--- src/rtl/int_ctrl_pkg.sv ---
// Shared definitions for the interrupt controller and the CPU PC-mux wiring.
// State encoding and default vector table placement.
package int_ctrl_pkg;

  typedef enum logic {
    ST_IDLE    = 1'b0,
    ST_SERVICE = 1'b1
  } state_e;

  localparam int VEC_BASE_DEF   = 1000;
  localparam int VEC_STRIDE_DEF = 4;

endpackage

--- src/rtl/int_ctrl_if.sv ---
// CPU-side bundle of the interrupt controller.
// master = CPU core, slave = int_ctrl.
interface int_ctrl_if #(
  parameter int NIRQ = 4,
  parameter int PCW  = 10
);
  logic [NIRQ-1:0] irq;
  logic            mask_we;
  logic [NIRQ-1:0] mask_d;
  logic            ie_set;
  logic            ie_clr;
  logic            reti;
  logic [PCW-1:0]  pc_next_seq;
  logic            z_in;

  logic            take_int;
  logic [PCW-1:0]  vector;
  logic            ret_sel;
  logic [PCW-1:0]  ret_pc;
  logic            z_restore;
  logic            z_saved;
  logic            in_service;
  logic [2:0]      active_id;
  logic [NIRQ-1:0] pending;
  logic [NIRQ-1:0] mask;
  logic            ie;

  modport master (
    output irq, mask_we, mask_d, ie_set, ie_clr,
    output reti, pc_next_seq, z_in,
    input  take_int, vector, ret_sel, ret_pc,
    input  z_restore, z_saved, in_service,
    input  active_id, pending, mask, ie
  );

  modport slave (
    input  irq, mask_we, mask_d, ie_set, ie_clr,
    input  reti, pc_next_seq, z_in,
    output take_int, vector, ret_sel, ret_pc,
    output z_restore, z_saved, in_service,
    output active_id, pending, mask, ie
  );
endinterface

--- src/rtl/int_ctrl_prio_enc.sv ---
// Fixed-priority encoder: lowest set index wins.
module int_ctrl_prio_enc #(
  parameter int N = 4
) (
  input  logic [N-1:0] req,
  output logic         valid,
  output logic [2:0]   idx,
  output logic [N-1:0] grant
);
  always_comb begin
    valid = |req;
    idx   = '0;
    grant = '0;
    for (int i = N - 1; i >= 0; i--) begin
      if (req[i]) begin
        idx      = 3'(i);
        grant    = '0;
        grant[i] = 1'b1;
      end
    end
  end
endmodule

--- src/rtl/int_ctrl.sv ---
// Single-level interrupt controller: edge capture, mask, priority,
// zero-latency vectoring and one-slot PC/Z context save.
module int_ctrl
  import int_ctrl_pkg::*;
#(
  parameter int NIRQ       = 4,
  parameter int PCW        = 10,
  parameter int VEC_BASE   = VEC_BASE_DEF,
  parameter int VEC_STRIDE = VEC_STRIDE_DEF
) (
  input  logic     clk,
  input  logic     reset,
  int_ctrl_if.slave bus
);
  state_e          state_q, state_d;
  logic [NIRQ-1:0] irq_q;
  logic [NIRQ-1:0] pending_q, pending_d;
  logic [NIRQ-1:0] mask_reg_q, mask_reg_d;
  logic            ie_q, ie_d;
  logic [PCW-1:0]  ret_pc_q, ret_pc_d;
  logic            z_saved_q, z_saved_d;
  logic [2:0]      active_id_q, active_id_d;

  logic [NIRQ-1:0] rise;
  logic [NIRQ-1:0] elig;
  logic            pe_valid;
  logic [2:0]      pe_idx;
  logic [NIRQ-1:0] pe_grant;
  logic            take;
  logic            do_ret;
  logic [PCW-1:0]  vec_calc;

  assign rise = bus.irq & ~irq_q;
  assign elig = pending_q & mask_reg_q;

  int_ctrl_prio_enc #(.N(NIRQ)) u_prio_enc (
    .req   (elig),
    .valid (pe_valid),
    .idx   (pe_idx),
    .grant (pe_grant)
  );

  assign vec_calc = PCW'(VEC_BASE + int'(pe_idx) * VEC_STRIDE);

  assign take   = !reset && state_q == ST_IDLE && ie_q && pe_valid;
  assign do_ret = !reset && state_q == ST_SERVICE && bus.reti;

  always_comb begin
    state_d     = state_q;
    pending_d   = (pending_q & ~(take ? pe_grant : '0)) | rise;
    mask_reg_d  = bus.mask_we ? bus.mask_d : mask_reg_q;
    ie_d        = ie_q;
    ret_pc_d    = ret_pc_q;
    z_saved_d   = z_saved_q;
    active_id_d = active_id_q;
    // clear has priority when EI and DI collide
    if (bus.ie_set) ie_d = 1'b1;
    if (bus.ie_clr) ie_d = 1'b0;
    if (take) begin
      ret_pc_d    = bus.pc_next_seq;
      z_saved_d   = bus.z_in;
      active_id_d = pe_idx;
      state_d     = ST_SERVICE;
    end
    if (do_ret) state_d = ST_IDLE;
  end

  always_ff @(posedge clk) begin
    if (reset) begin
      state_q     <= ST_IDLE;
      irq_q       <= '0;
      pending_q   <= '0;
      mask_reg_q  <= '0;
      ie_q        <= 1'b0;
      ret_pc_q    <= '0;
      z_saved_q   <= 1'b0;
      active_id_q <= '0;
    end else begin
      state_q     <= state_d;
      irq_q       <= bus.irq;
      pending_q   <= pending_d;
      mask_reg_q  <= mask_reg_d;
      ie_q        <= ie_d;
      ret_pc_q    <= ret_pc_d;
      z_saved_q   <= z_saved_d;
      active_id_q <= active_id_d;
    end
  end

  assign bus.take_int   = take;
  assign bus.vector     = reset ? '0 : vec_calc;
  assign bus.ret_sel    = do_ret;
  assign bus.z_restore  = do_ret;
  assign bus.ret_pc     = ret_pc_q;
  assign bus.z_saved    = z_saved_q;
  assign bus.in_service = state_q == ST_SERVICE;
  assign bus.active_id  = active_id_q;
  assign bus.pending    = pending_q;
  assign bus.mask       = mask_reg_q;
  assign bus.ie         = ie_q;
endmodule

--- src/flat_wrapper.sv ---
// flat-port wrapper written by rule: the top's interface ports become plain ports
module int_ctrl_flat import int_ctrl_pkg::*;
#(
  parameter int NIRQ       = 4,
  parameter int PCW        = 10,
  parameter int VEC_BASE   = VEC_BASE_DEF,
  parameter int VEC_STRIDE = VEC_STRIDE_DEF
)
  (clk, reset, bus_irq, bus_mask_we, bus_mask_d, bus_ie_set, bus_ie_clr, bus_reti, bus_pc_next_seq, bus_z_in, bus_take_int, bus_vector, bus_ret_sel, bus_ret_pc, bus_z_restore, bus_z_saved, bus_in_service, bus_active_id, bus_pending, bus_mask, bus_ie);
  int_ctrl_if #(.NIRQ(NIRQ), .PCW(PCW)) bus_i ();
  input  logic clk;
  input  logic reset;
  input wire logic [$bits(bus_i.irq)-1:0] bus_irq;
  input wire logic [$bits(bus_i.mask_we)-1:0] bus_mask_we;
  input wire logic [$bits(bus_i.mask_d)-1:0] bus_mask_d;
  input wire logic [$bits(bus_i.ie_set)-1:0] bus_ie_set;
  input wire logic [$bits(bus_i.ie_clr)-1:0] bus_ie_clr;
  input wire logic [$bits(bus_i.reti)-1:0] bus_reti;
  input wire logic [$bits(bus_i.pc_next_seq)-1:0] bus_pc_next_seq;
  input wire logic [$bits(bus_i.z_in)-1:0] bus_z_in;
  output wire logic [$bits(bus_i.take_int)-1:0] bus_take_int;
  output wire logic [$bits(bus_i.vector)-1:0] bus_vector;
  output wire logic [$bits(bus_i.ret_sel)-1:0] bus_ret_sel;
  output wire logic [$bits(bus_i.ret_pc)-1:0] bus_ret_pc;
  output wire logic [$bits(bus_i.z_restore)-1:0] bus_z_restore;
  output wire logic [$bits(bus_i.z_saved)-1:0] bus_z_saved;
  output wire logic [$bits(bus_i.in_service)-1:0] bus_in_service;
  output wire logic [$bits(bus_i.active_id)-1:0] bus_active_id;
  output wire logic [$bits(bus_i.pending)-1:0] bus_pending;
  output wire logic [$bits(bus_i.mask)-1:0] bus_mask;
  output wire logic [$bits(bus_i.ie)-1:0] bus_ie;
  assign bus_i.irq = bus_irq;
  assign bus_i.mask_we = bus_mask_we;
  assign bus_i.mask_d = bus_mask_d;
  assign bus_i.ie_set = bus_ie_set;
  assign bus_i.ie_clr = bus_ie_clr;
  assign bus_i.reti = bus_reti;
  assign bus_i.pc_next_seq = bus_pc_next_seq;
  assign bus_i.z_in = bus_z_in;
  assign bus_take_int = bus_i.take_int;
  assign bus_vector = bus_i.vector;
  assign bus_ret_sel = bus_i.ret_sel;
  assign bus_ret_pc = bus_i.ret_pc;
  assign bus_z_restore = bus_i.z_restore;
  assign bus_z_saved = bus_i.z_saved;
  assign bus_in_service = bus_i.in_service;
  assign bus_active_id = bus_i.active_id;
  assign bus_pending = bus_i.pending;
  assign bus_mask = bus_i.mask;
  assign bus_ie = bus_i.ie;
  int_ctrl #(.NIRQ(NIRQ), .PCW(PCW), .VEC_BASE(VEC_BASE), .VEC_STRIDE(VEC_STRIDE)) u_core (.clk(clk), .reset(reset), .bus(bus_i));
endmodule
--- config.mk ---
export PLATFORM = sky130hd
export DESIGN_NAME = int_ctrl_flat
export DESIGN_NICKNAME = d
export VERILOG_FILES = /design/src/rtl/int_ctrl_pkg.sv /design/src/rtl/int_ctrl_if.sv /design/src/rtl/int_ctrl_prio_enc.sv /design/src/rtl/int_ctrl.sv /design/src/flat_wrapper.sv
export SDC_FILE = /design/constraint.sdc
export NUM_CORES = 1
export LEC_CHECK = 0
export ABC_AREA = 1
export CAP_MARGIN = 5
export CORE_MARGIN = 3
export CORE_UTILIZATION = 42
export CTS_CLUSTER_DIAMETER = 60
export DETAILED_ROUTE_END_ITERATION = 16
export GPL_TIMING_DRIVEN = 0
export HOLD_SLACK_MARGIN = 0.05
export PLACE_DENSITY = 0.82
export SETUP_SLACK_MARGIN = 0.5
export SYNTH_ARGS = -nofsm -noshare
export SYNTH_HDL_FRONTEND = slang
export SYNTH_SLANG_ARGS = --single-unit
--- constraint.sdc ---
create_clock -name clk -period 2.4 [get_ports clk]
set_clock_uncertainty 0.05 [all_clocks]
set_input_delay 0.48 -clock clk [delete_from_list [all_inputs] [get_ports clk]]
set_output_delay 0.48 -clock clk [all_outputs]
set_load 0.005 [all_outputs]
Yosys cells after proc, flatten, opt, wreduce, memory -nomap -nowiden
Index checks and enable logic that the tools add are counted.

Bits in registers: 28. Input bits: 25. Output and inout bits: 37. Word-level logic and storage cells: 35.

Add/sub/neg operators: 1. Mux-type cells: 10. Bitwise logic cells: 7. Reduce and logical (&&, ||, !) cells: 9.

Operators with widths (count): 4-bit 2-to-1 mux (5); 4-bit bitwise AND (3); 10-bit by 5-bit adder with 10-bit output (first input constant) (1); 10-bit 2-to-1 mux (1); 3-bit 2-to-1 mux (3); 4-bit inverter (2); 1-bit logical AND (5); 4-bit bitwise OR (1); 2-bit OR reduction (2); 4-bit OR reduction (1); 2-bit 2-to-1 mux (1); 1-bit logical NOT (1); 1-bit inverter (1).

Logic depth before layout (Yosys ltp)
Depth in word-level cells: 9. Mapped depth: 8. Mapped depth without buffers: 7.

By module
Synthesis repeated with hierarchy kept, for this count alone.

Cells, all modules: 177. Area, all modules: 1268.7 µm².

By module, submodules not included: int_ctrl (instances 1, cells an instance 160, area each 1192.4 µm², sequential area each 560.5 µm²); int_ctrl_prio_enc (instances 1, cells an instance 17, area each 76.3 µm², sequential area each 0.0 µm²).

Worst setup path before layout
Ideal clock, no wire load.

Path kind: in2out. From: input port reset. To: output port bus_vector[6]. Data arrival time: 1.073 ns. Required time: 1.870 ns. Setup slack: 0.797 ns. Stages on the path: 3. Buffers on the path: 2. Cell sequence: inv_2 -> clkbuf_1 -> buf_4.

Longest elaborated chain between the ends: 1.

Ends and longest elaborated chain: start, declared (RTL line flat_wrapper.sv:12) `input logic reset;`; 10-bit 2-to-1 mux (RTL line int_ctrl.sv:91) `assign bus.vector = reset ? '0 : vec_calc;`; end, declared (RTL line flat_wrapper.sv:22) `output wire logic [$bits(bus_i.vector)-1:0] bus_vector;`.

Every way passes these cells.

Worst setup path after layout
From: register u_core.pending_q[3] (netlist: u_core.bus.pending[3]). To: output port bus_vector[2].

Longest elaborated chain between the ends: 7.

Ends and longest elaborated chain: start, declared (RTL line int_ctrl.sv:17) `logic [NIRQ-1:0] pending_q, pending_d;`; start signal, assigned (RTL line int_ctrl.sv:81) `pending_q <= pending_d;`; 4-bit bitwise AND (RTL line int_ctrl.sv:34) `assign elig = pending_q & mask_reg_q;`; 2-bit 2-to-1 mux (RTL line int_ctrl_prio_enc.sv:15) `if (req[i]) begin`; 3-bit 2-to-1 mux (3 in a row) (RTL line int_ctrl_prio_enc.sv:15); 10-bit by 5-bit adder with 10-bit output (RTL line int_ctrl.sv:43) `assign vec_calc = PCW'(VEC_BASE + int'(pe_idx) * VEC_STRIDE);`; 10-bit 2-to-1 mux (RTL line int_ctrl.sv:91).

Every way passes these cells.

==> results.cfg <==
[run_status]
run_status = complete, no violations

[route]
first_pass_iters = 4
drt-initial-drc-count = 67
vias = 1349
drc = 0
wl_mm = 4.11
detail_route.wl_per_cell_um = 14.9
vias_per_cell = 4.89
postRouteAntennaNets = 0

[clock_network]
cts_buffers = 3
clkSlewWorstSetupHoldPaths_ps = 150
cts_tree = yes
clockBufferDepth = 2
h-tree-depth = 1
ctsRootBufferMaster = clkbuf_4
cts_sinks = 27
clkLatencyLatePin_ps = 320

[flow_run]
max_cap_viol_count = 0

[synth]
synth.avg_cell_area_um2 = 7.26
yosysSeqAreaShare_pct = 45.1
yosysWarnings = 0
ys_ff_latch = 27
syn_area_um2 = 1200
synth_cells = 165
synth.distinct_cells = 22

[timing]
finalCriticalPeriod_ps = 1970
rsz0062_at_grt = true
worst_hold_slack_ps = 365
min_period_over_period_pct = 82.1
worst_slack_ps = 429
setup_viol = 0
fmax_ghz = 0.507
slew_violations = 0
finalHoldViolations = 0

[setup_path]
worst_path_max_delay_cell = dfxtp_2
critPathMaxStageDelay_ps = 390
cp.required_ps = 1870
cp-start-kind = register
cp-end-kind = output port
path_class = reg2out
rr_endpoint = u_core.bus.ret_pc[5]
crit_fanout = 2
cp_data_arrival_time_ps = 1440
crit_chain = nand2_4 > buf_4 > a21oi_4 > nand2_2 > a21oi_2 > buf_2
regToRegSetupSlack_ps = 1030
cp_top_family = flip-flops
worst-path-buf-inv = 2
worstRegToRegCells = 8
reg2reg_from = u_core.bus.pending[0]

[floorplanning]
die_w_um = 59.4
die_area_um2 = 3530
placementRows = 18
die_h_um = 59.4
num_io_pins = 62
start_util_pct = 46.3
core-area_um2 = 2590

[hold_path]
worstHoldEndpoint = u_core.irq_q[3]
hold_path.startpoint = reset
hold_depth = 2
min_path_type = in2reg

[power]
cellLeakagePower_uw = 0.000985
vdd_drop_max_mv = 0.355
p_per_area_nw_per_um2 = 444

[placed_design]
hpwlAfterDp_mm = 2.35
post-place-ws_ps = -395
io_buffers = 58
dp.cells = 255
place_congestion = 0.761

[final_layout]
stdcell_count = 276
area_growth_pct = 75.2
regArea_um2 = 556
antennaDiodeCount = 0
fin_util_pct = 81.1
layout-drive-gt1-share_pct = 27.6
nNetsFinal = 272
multi_input_area_um2 = 594
fill_cells = 169

[grt]
overflow = 0
grt_pass1_wl_mm = 5.56
grt_pass1_vias = 1213
track_usage_pct = 20.4
antenna_found_initial = 0
grt_max_degree = 16
==> layer usage <==
metal,share of wire (%),track usage [%]
met1,39,26.3
met5,0,0
met3,6.1,2.83
met4,1.8,5.18
met2,53,35.3
==> area by class of cell <==
cell class	count	area share, %
repair buffers	75	32.7
multi-input cells	110	28.3
flip-flops and latches	27	26.5
plain buffers	14	6.38
inverters	16	3.10
well taps	30	1.79
clock buffers	3	1.07
clock inverters	1	0.238
==> where the power goes <==
group	switching, µW	internal (µW)	total, µW	leakage (µW)
sequential	18.1	471	489	0.000224
clock	139	62.5	202	0.0000177
combinational	102	138	240	0.000744
==> metrics by stage <==
step | cell area (µm²) | TNS (ps) | power [µW]
after CTS | 2030 | 0 | 898
final | 2100 | 0 | 931
after global placement | 1820 | -2530 | 673
after global routing | 2100 | 0 | 969
after floorplan | 1210 | 0 | 573
after detailed placement | 1820 | -2860 | 677
==> flip-flops by register name, indices dropped and copies added (netlist names) <==
name	flops
u_core.bus.active_id	2
u_core.bus.ie	1
u_core.bus.in_service	1
u_core.bus.mask	4
u_core.bus.pending	4
u_core.bus.ret_pc	10
u_core.bus.z_saved	1
u_core.irq_q	4
==> how the worst max path moves through the flow <==
| stage | startpoint | end | slack (ps) | cells after the start |
|---|---|---|---|---|
| after global routing | u_core.bus.mask[3] | bus_vector[2] | 380 | 6 |
| final | u_core.bus.pending[3] | bus_vector[2] | 430 | 6 |
| after floorplan | reset | bus_vector[6] | 800 | 3 |
| after detailed placement | reset | bus_vector[6] | -400 | 5 |
| after CTS | bus_reti | bus_z_restore | 390 | 5 |
| after global placement | reset | bus_vector[8] | -340 | 5 |
==> repair_timing <==
action	in CTS	in global routing
buffers inserted	14	3
pin swaps	7	8
gates cloned	0	0
setup endpoints to repair	11	7
resized for setup	46	21
hold buffers	0	0
==> placed cells by master (no fill, tap or decap), types with 2 or more instances in the layout <==
| master | synthesis | final |
|---|---|---|
| clkbuf_2 | 0 | 3 |
| nand2_2 | 2 | 3 |
| nand3b_1 | 11 | 11 |
| inv_1 | 13 | 12 |
| dlygate4sd2_1 | 0 | 4 |
| o21ai_1 | 2 | 2 |
| a21oi_1 | 4 | 2 |
| nand2_1 | 33 | 27 |
| nand3_1 | 3 | 3 |
| dfxtp_4 | 0 | 2 |
| buf_2 | 1 | 3 |
| clkdlybuf4s50_1 | 0 | 45 |
| nor2_4 | 1 | 3 |
| o21ai_0 | 5 | 5 |
| conb_1 | 1 | 3 |
| dlymetal6s2s_1 | 0 | 3 |
| clkbuf_4 | 0 | 3 |
| nand2_4 | 0 | 4 |
| dfxtp_1 | 27 | 19 |
| buf_6 | 2 | 2 |
| dfxtp_2 | 0 | 6 |
| inv_2 | 3 | 2 |
| buf_4 | 9 | 26 |
| nor2_1 | 40 | 38 |
| inv_4 | 0 | 2 |
==> cells in the mapped netlist <==
cell type,n,area [µm²]
nand3_2,1,10.0
nand2_2,2,12.5
a21oi_1,4,20.0
nor2_1,40,150
conb_1,1,3.75
inv_2,3,11.3
o21ai_1,2,10.0
buf_4,9,67.6
nand3b_1,11,82.6
clkbuf_1,2,7.51
nor2_4,1,11.3
nor3_1,2,10.0
nand3_1,3,15.0
nand2_1,33,124
o32ai_1,1,8.76
nor2_2,1,6.26
buf_2,1,5.00
buf_6,2,22.5
o22ai_1,1,6.26
o21ai_0,5,25.0
inv_1,13,48.8
dfxtp_1,27,541
==> kinds of logic after synthesis <==
family          after synthesis  synth area share, %
other cells                   1                0.313
flops                        27                 45.1
compound gates               13                 5.85
buf+inv                      30                 13.6
simple gates                 94                 35.2
(Power assumes the default switching activity.)
